### src/rtl/execute_stage.sv
// Execute stage: 16x32 register file, ALU, multi-cycle unsigned multiply with decode stall.
// Optional EXEC_FWD_EN enables result forwarding and writeback write-through on operand reads.
module execute_stage #(
    parameter int MUL_CYCLES = 4
) (
    input  logic        clk,
    input  logic        reset_n,
    input  logic [4:0]  opcode_in_e,
    input  logic [3:0]  dest_in_e,
    input  logic [3:0]  s1_in_e,
    input  logic [3:0]  s2_in_e,
    input  logic [31:0] ime_data_in_e,
    input  logic        wb_we_in_e,
    input  logic [3:0]  wb_dest_in_e,
    input  logic [31:0] wb_data_in_e,
    output logic [4:0]  opcode_out_e,
    output logic [3:0]  dest_out_e,
    output logic [31:0] result_out_e,
    output logic        wr_en_out_e,
    output logic        illegal_out_e,
    output logic        stall_out_e
);

    // state | meaning
    // IDLE  | one instruction accepted per edge
    // MUL   | multiply in flight, inputs ignored, bubbles on outputs
    typedef enum logic {IDLE, MUL} state_t;

    localparam logic [4:0] OP_NOP  = 5'd0;
    localparam logic [4:0] OP_ADD  = 5'd1;
    localparam logic [4:0] OP_SUB  = 5'd2;
    localparam logic [4:0] OP_AND  = 5'd3;
    localparam logic [4:0] OP_OR   = 5'd4;
    localparam logic [4:0] OP_XOR  = 5'd5;
    localparam logic [4:0] OP_SHL  = 5'd6;
    localparam logic [4:0] OP_SHR  = 5'd7;
    localparam logic [4:0] OP_ADDI = 5'd8;
    localparam logic [4:0] OP_MOVI = 5'd9;
    localparam logic [4:0] OP_MUL  = 5'd10;
    localparam logic [4:0] OP_SLTU = 5'd11;

    localparam logic [3:0] CNT_LOAD = 4'(MUL_CYCLES - 1);

    state_t      state;
    logic [3:0]  cnt;
    logic [31:0] mul_a;
    logic [31:0] mul_b;
    logic [3:0]  mul_dest;
    logic [31:0] mul_prod;
    logic [31:0] regs [16];
    logic [31:0] op_a;
    logic [31:0] op_b;
    logic [31:0] alu_res;
    logic        alu_we;
    logic        alu_ill;

    always_ff @(posedge clk or negedge reset_n) begin
        if (!reset_n) begin
            for (int i = 0; i < 16; i++) regs[i] <= '0;
        end else if (wb_we_in_e && wb_dest_in_e != 4'd0) begin
            regs[wb_dest_in_e] <= wb_data_in_e;
        end
    end

    // Later assignments take priority: r0 > forward > write-through > register file
    always_comb begin
        op_a = regs[s1_in_e];
        op_b = regs[s2_in_e];
`ifdef EXEC_FWD_EN
        if (wb_we_in_e && wb_dest_in_e == s1_in_e) op_a = wb_data_in_e;
        if (wb_we_in_e && wb_dest_in_e == s2_in_e) op_b = wb_data_in_e;
        if (wr_en_out_e && dest_out_e == s1_in_e) op_a = result_out_e;
        if (wr_en_out_e && dest_out_e == s2_in_e) op_b = result_out_e;
`endif
        if (s1_in_e == 4'd0) op_a = '0;
        if (s2_in_e == 4'd0) op_b = '0;
    end

    always_comb begin
        alu_res = '0;
        alu_we  = 1'b1;
        alu_ill = 1'b0;
        case (opcode_in_e)
            OP_NOP:  alu_we  = 1'b0;
            OP_ADD:  alu_res = op_a + op_b;
            OP_SUB:  alu_res = op_a - op_b;
            OP_AND:  alu_res = op_a & op_b;
            OP_OR:   alu_res = op_a | op_b;
            OP_XOR:  alu_res = op_a ^ op_b;
            OP_SHL:  alu_res = op_a << op_b[4:0];
            OP_SHR:  alu_res = op_a >> op_b[4:0];
            OP_ADDI: alu_res = op_a + ime_data_in_e;
            OP_MOVI: alu_res = ime_data_in_e;
            OP_MUL:  alu_we  = 1'b0;
            OP_SLTU: alu_res = {31'd0, op_a < op_b};
            default: begin
                alu_we  = 1'b0;
                alu_ill = 1'b1;
            end
        endcase
    end

    assign mul_prod = mul_a * mul_b;

    always_ff @(posedge clk or negedge reset_n) begin
        if (!reset_n) begin
            state         <= IDLE;
            cnt           <= '0;
            mul_a         <= '0;
            mul_b         <= '0;
            mul_dest      <= '0;
            opcode_out_e  <= '0;
            dest_out_e    <= '0;
            result_out_e  <= '0;
            wr_en_out_e   <= 1'b0;
            illegal_out_e <= 1'b0;
            stall_out_e   <= 1'b0;
        end else begin
            case (state)
                IDLE: begin
                    if (opcode_in_e == OP_MUL) begin
                        state         <= MUL;
                        cnt           <= CNT_LOAD;
                        mul_a         <= op_a;
                        mul_b         <= op_b;
                        mul_dest      <= dest_in_e;
                        stall_out_e   <= 1'b1;
                        opcode_out_e  <= '0;
                        dest_out_e    <= '0;
                        result_out_e  <= '0;
                        wr_en_out_e   <= 1'b0;
                        illegal_out_e <= 1'b0;
                    end else begin
                        opcode_out_e  <= opcode_in_e;
                        dest_out_e    <= dest_in_e;
                        result_out_e  <= alu_res;
                        wr_en_out_e   <= alu_we;
                        illegal_out_e <= alu_ill;
                    end
                end
                MUL: begin
                    if (cnt == 4'd1) begin
                        state        <= IDLE;
                        cnt          <= '0;
                        stall_out_e  <= 1'b0;
                        opcode_out_e <= OP_MUL;
                        dest_out_e   <= mul_dest;
                        result_out_e <= mul_prod;
                        wr_en_out_e  <= 1'b1;
                    end else begin
                        cnt <= cnt - 4'd1;
                    end
                end
                default: state <= IDLE;
            endcase
        end
    end

endmodule

### config.mk
export PLATFORM = sky130hd
export DESIGN_NAME = execute_stage
export DESIGN_NICKNAME = d
export VERILOG_FILES = /design/src/rtl/execute_stage.sv
export SDC_FILE = /design/constraint.sdc
export NUM_CORES = 2
export LEC_CHECK = 0
export BUFFER_PORTS_ARGS = -buffer_cell sky130_fd_sc_hd__buf_2
export CORE_ASPECT_RATIO = 0.9
export CORE_MARGIN = 8
export CORE_UTILIZATION = 55
export CTS_BUF_LIST = sky130_fd_sc_hd__clkbuf_2
export DETAILED_ROUTE_END_ITERATION = 6
export PLACE_DENSITY = 0.78
export SLEW_MARGIN = 5
export SYNTH_ARGS = -nofsm -noshare
export SYNTH_HDL_FRONTEND = slang
export SYNTH_SLANG_ARGS = --single-unit
### constraint.sdc
create_clock -name clk -period 8.5 [get_ports clk]
set_input_delay 1.7 -clock clk [delete_from_list [all_inputs] [get_ports clk]]
set_output_delay 1.7 -clock clk [all_outputs]
set_load 0.03 [all_outputs]
==> metrics.txt <==
MaxCap Viol Count=0; post-cts resize count=0; Die ar.=0.1116 mm2; clk_lat worst skew=1420 ps; Num CTS Buffers=151; endpoint type of the worst setup path=flop; Initial DRC Count=5,542; cells on worst reg2reg path=23; DRC viols=0; unrepaired setup endpoints after global routing=no; Post-synth EDFFs=0; Post-DP HPWL=135,700 um; clk slew on worst S/H paths=150 ps; WS Path Type=flop to flop; final setup TNS=0 ps; Final Setup Violations=0; WL/cell=27.66 um; grt total ovfl=0; Synth Register Bits=625; Distinct cells, synth=89; all-layer global routing usage=32.98%; via count=44.05k; Synthesized Nets=5,982; Final WS setup=365.2 ps; Std-Cell Rows=110; first-pass GRT wire length=280,900 um; CTS tree=done; Final Wtd Congestion=1.078; Layout area overhead=6.248%; status=completed; Top-Level Pins=132; Req. time, crit path=9710 ps; min Tclk post-route=8135 ps; cells after synthesis=5,231; Max Slew Vio Count=0; Max Fanout on Critical Path=14; hold slack=339.5 ps; FFs w/ async S/R, synth=100.0%; pre-CTS setup slack=304.9 ps; Hold Violations, Final=0; Primary FF master, synth=dfrtp_1; antenna violations before repair=24; max_slew headroom=15.18%; Critical Path AT=9350 ps; Avg Cell Area, Syn=10.63 um2; most used cell, CP=fa_1; reg-to-reg startpoint=mul_b[8]; Nets=6,023; CP startpoint=mul_b[8]; multi-input logic area=0.03664 mm2; CTS HTree Levels=4; Clock Sinks=625; FF/Latch Area=0.01564 mm2; routed wire length=186,400 um; crit path cell chain=buf_4 > nand2_1 > fa_1 > inv_1 > fa_1 > fa_1 > inv_1 > fa_1 > inv_1 > fa_1 > ha_1 > fa_1 > fa_1 > ha_1 > nand4_1 > o31ai_1 > a32oi_1 > o31ai_2 > or3_1 > a21oi_1 > xor2_1 > a21oi_1 > or4_1; post-cts hold buffer count=0; fill count=8,310; clk_skew=147.7 ps; vias in the first global route=44.75k; post-CTS setup buffer count=0; Min-Delay Path Class=input port to async pin; Synth area leader=dfrtp_1; sequential share of the synthesized area=28.11%; Startpoint Class=flop; die height=317.7 um; Initial Utilization=55.52%; DRT antenna net count=0; synthesized cell area=0.05563 mm2; Synthesis Warnings=0; share of cells above drive strength 1=25.41%; die width=351.2 um; final period utilization=95.70%; top post-synthesis cells by area=dfrtp_1, fa_1, mux2_2; largest net degree at the start of global routing=160; total iterations of the first detailed-routing run=6; root buffer cell=clkbuf_2; FMAX=122.9 MHz; CP max stage delay=690 ps; Worst-Margin Slew=1263 ps; Clock Tree Buf Depth=3; post-synth top area share=28.11%; Crit-path slowest cell=dfrtp_1; core box area=0.1002 mm2; Vias/cell=6.536; number of buffers added on ports=131
[cells in the mapped netlist, drive strengths merged, types with 6 or more instances]
library cell,number
dfrtp,625
mux2,535
inv,474
nand2,447
fa,410
and2,321
clkbuf,296
ha,253
mux4,246
nor2,241
a21oi,186
o21ai,182
buf,107
mux2i,101
xnor2,97
nor2b,75
a221oi,61
a22oi,58
nor3,41
a211oi,38
o22ai,33
a21o,32
o31ai,31
nand3,30
xor2,29
o211ai,26
nand2b,25
a31oi,23
o31a,21
o21a,19
or3,17
nor4,16
o2111ai,12
o21bai,10
o221ai,10
a221o,8
and3,8
a211o,7
a31o,6
o311ai,6
o41ai,6
[state kept, by name, indices dropped and copies added, names as in the netlist, 4 cells and up]
signal / count
dest_out_e: 4
cnt: 4
mul_dest: 4
regs: 508
mul_b: 32
mul_a: 32
opcode_out_e: 5
result_out_e: 32
[cell usage in the layout (no fill, tap or decap), types with 15 or more instances in the layout]
master and n:
dfrtp_1 625, a21o_1 32, mux4_2 246, a22oi_1 57, o21a_1 19, mux2i_1 101
nand2_1 446, a21oi_1 185, nand3_1 30, xor2_1 29, nor3_1 38, buf_4 154
nand2b_1 23, inv_1 466, clkbuf_2 210, o211ai_1 26, xnor2_1 97, clkinv_1 34
nor2b_1 72, and2_1 321, a221oi_1 60, buf_2 126, ha_1 253, nor2_1 229
mux2_2 533, a211oi_1 38, o22ai_1 33, o21ai_0 172, o31ai_1 22, a31oi_1 23
diode_2 15, fa_1 410
[path summary, 6_finish.rpt]
path / to / slack [ps]
min in group clk: regs[487] / 380
min: cnt[2] / 340
max: result_out_e[29] / 370
max reg2reg: result_out_e[29] / 370
min reg2reg: regs[487] / 380
max in group asynchronous: regs[150] / 6210
[final cells by class]
class | instances | area share (%)
inverter | 476 | 3.031
sequential | 625 | 26.46
tap | 1344 | 2.845
multi-input combinational | 3727 | 62.00
timing repair buffer | 291 | 3.336
clock buffer | 210 | 1.778
clock inverter | 51 | 0.4890
antenna | 15 | 0.06351
[critical path: cells and delay by family, from the launching register on]
family,cells,cell delay (ps)
AND/OR/NAND/NOR,4,930
flip-flops,1,690
XOR/XNOR,1,220
buffers and inverters,4,450
AO/OA/AOI/OAI,5,1680
adder cells (fa/ha/maj),9,4010
[per-stage QoR]
stage	cell area [um2]	instances	util, %
floorplan	55630	5231	-
global placement	57720	6463	57.61
detailed placement	57720	6463	57.61
CTS	59060	6724	58.95
global route	59090	6734	58.98
finish	59110	6739	58.99
[per-layer routing]
metal	global-route usage (%)	share of wire (%)	routed length, um
met5	0	0.078	145
met2	47.37	43	79580
met1	43.98	38	70560
met4	17.73	6.3	11820
met3	11.21	13	24300
[cells by family (layout without fill, tap and decap cells)]
| group | count (synthesis) | in the layout | share of synthesized area [%] |
|---|---|---|---|
| multiplexers | 882 | 882 | 22.61 |
| AND/OR/NAND/NOR | 1249 | 1249 | 10.87 |
| XOR/XNOR | 126 | 126 | 1.984 |
| AO/OA/AOI/OAI | 807 | 807 | 9.658 |
| buffers and inverters | 879 | 1028 | 6.327 |
| adder cells (fa/ha/maj) | 663 | 663 | 20.44 |
| flip-flops | 625 | 625 | 28.11 |
| other | 0 | 15 | 0 |
Power is left out: the tool's default activity adds up to more than one toggle a clock period on the data nets, which glitch-free logic cannot reach.
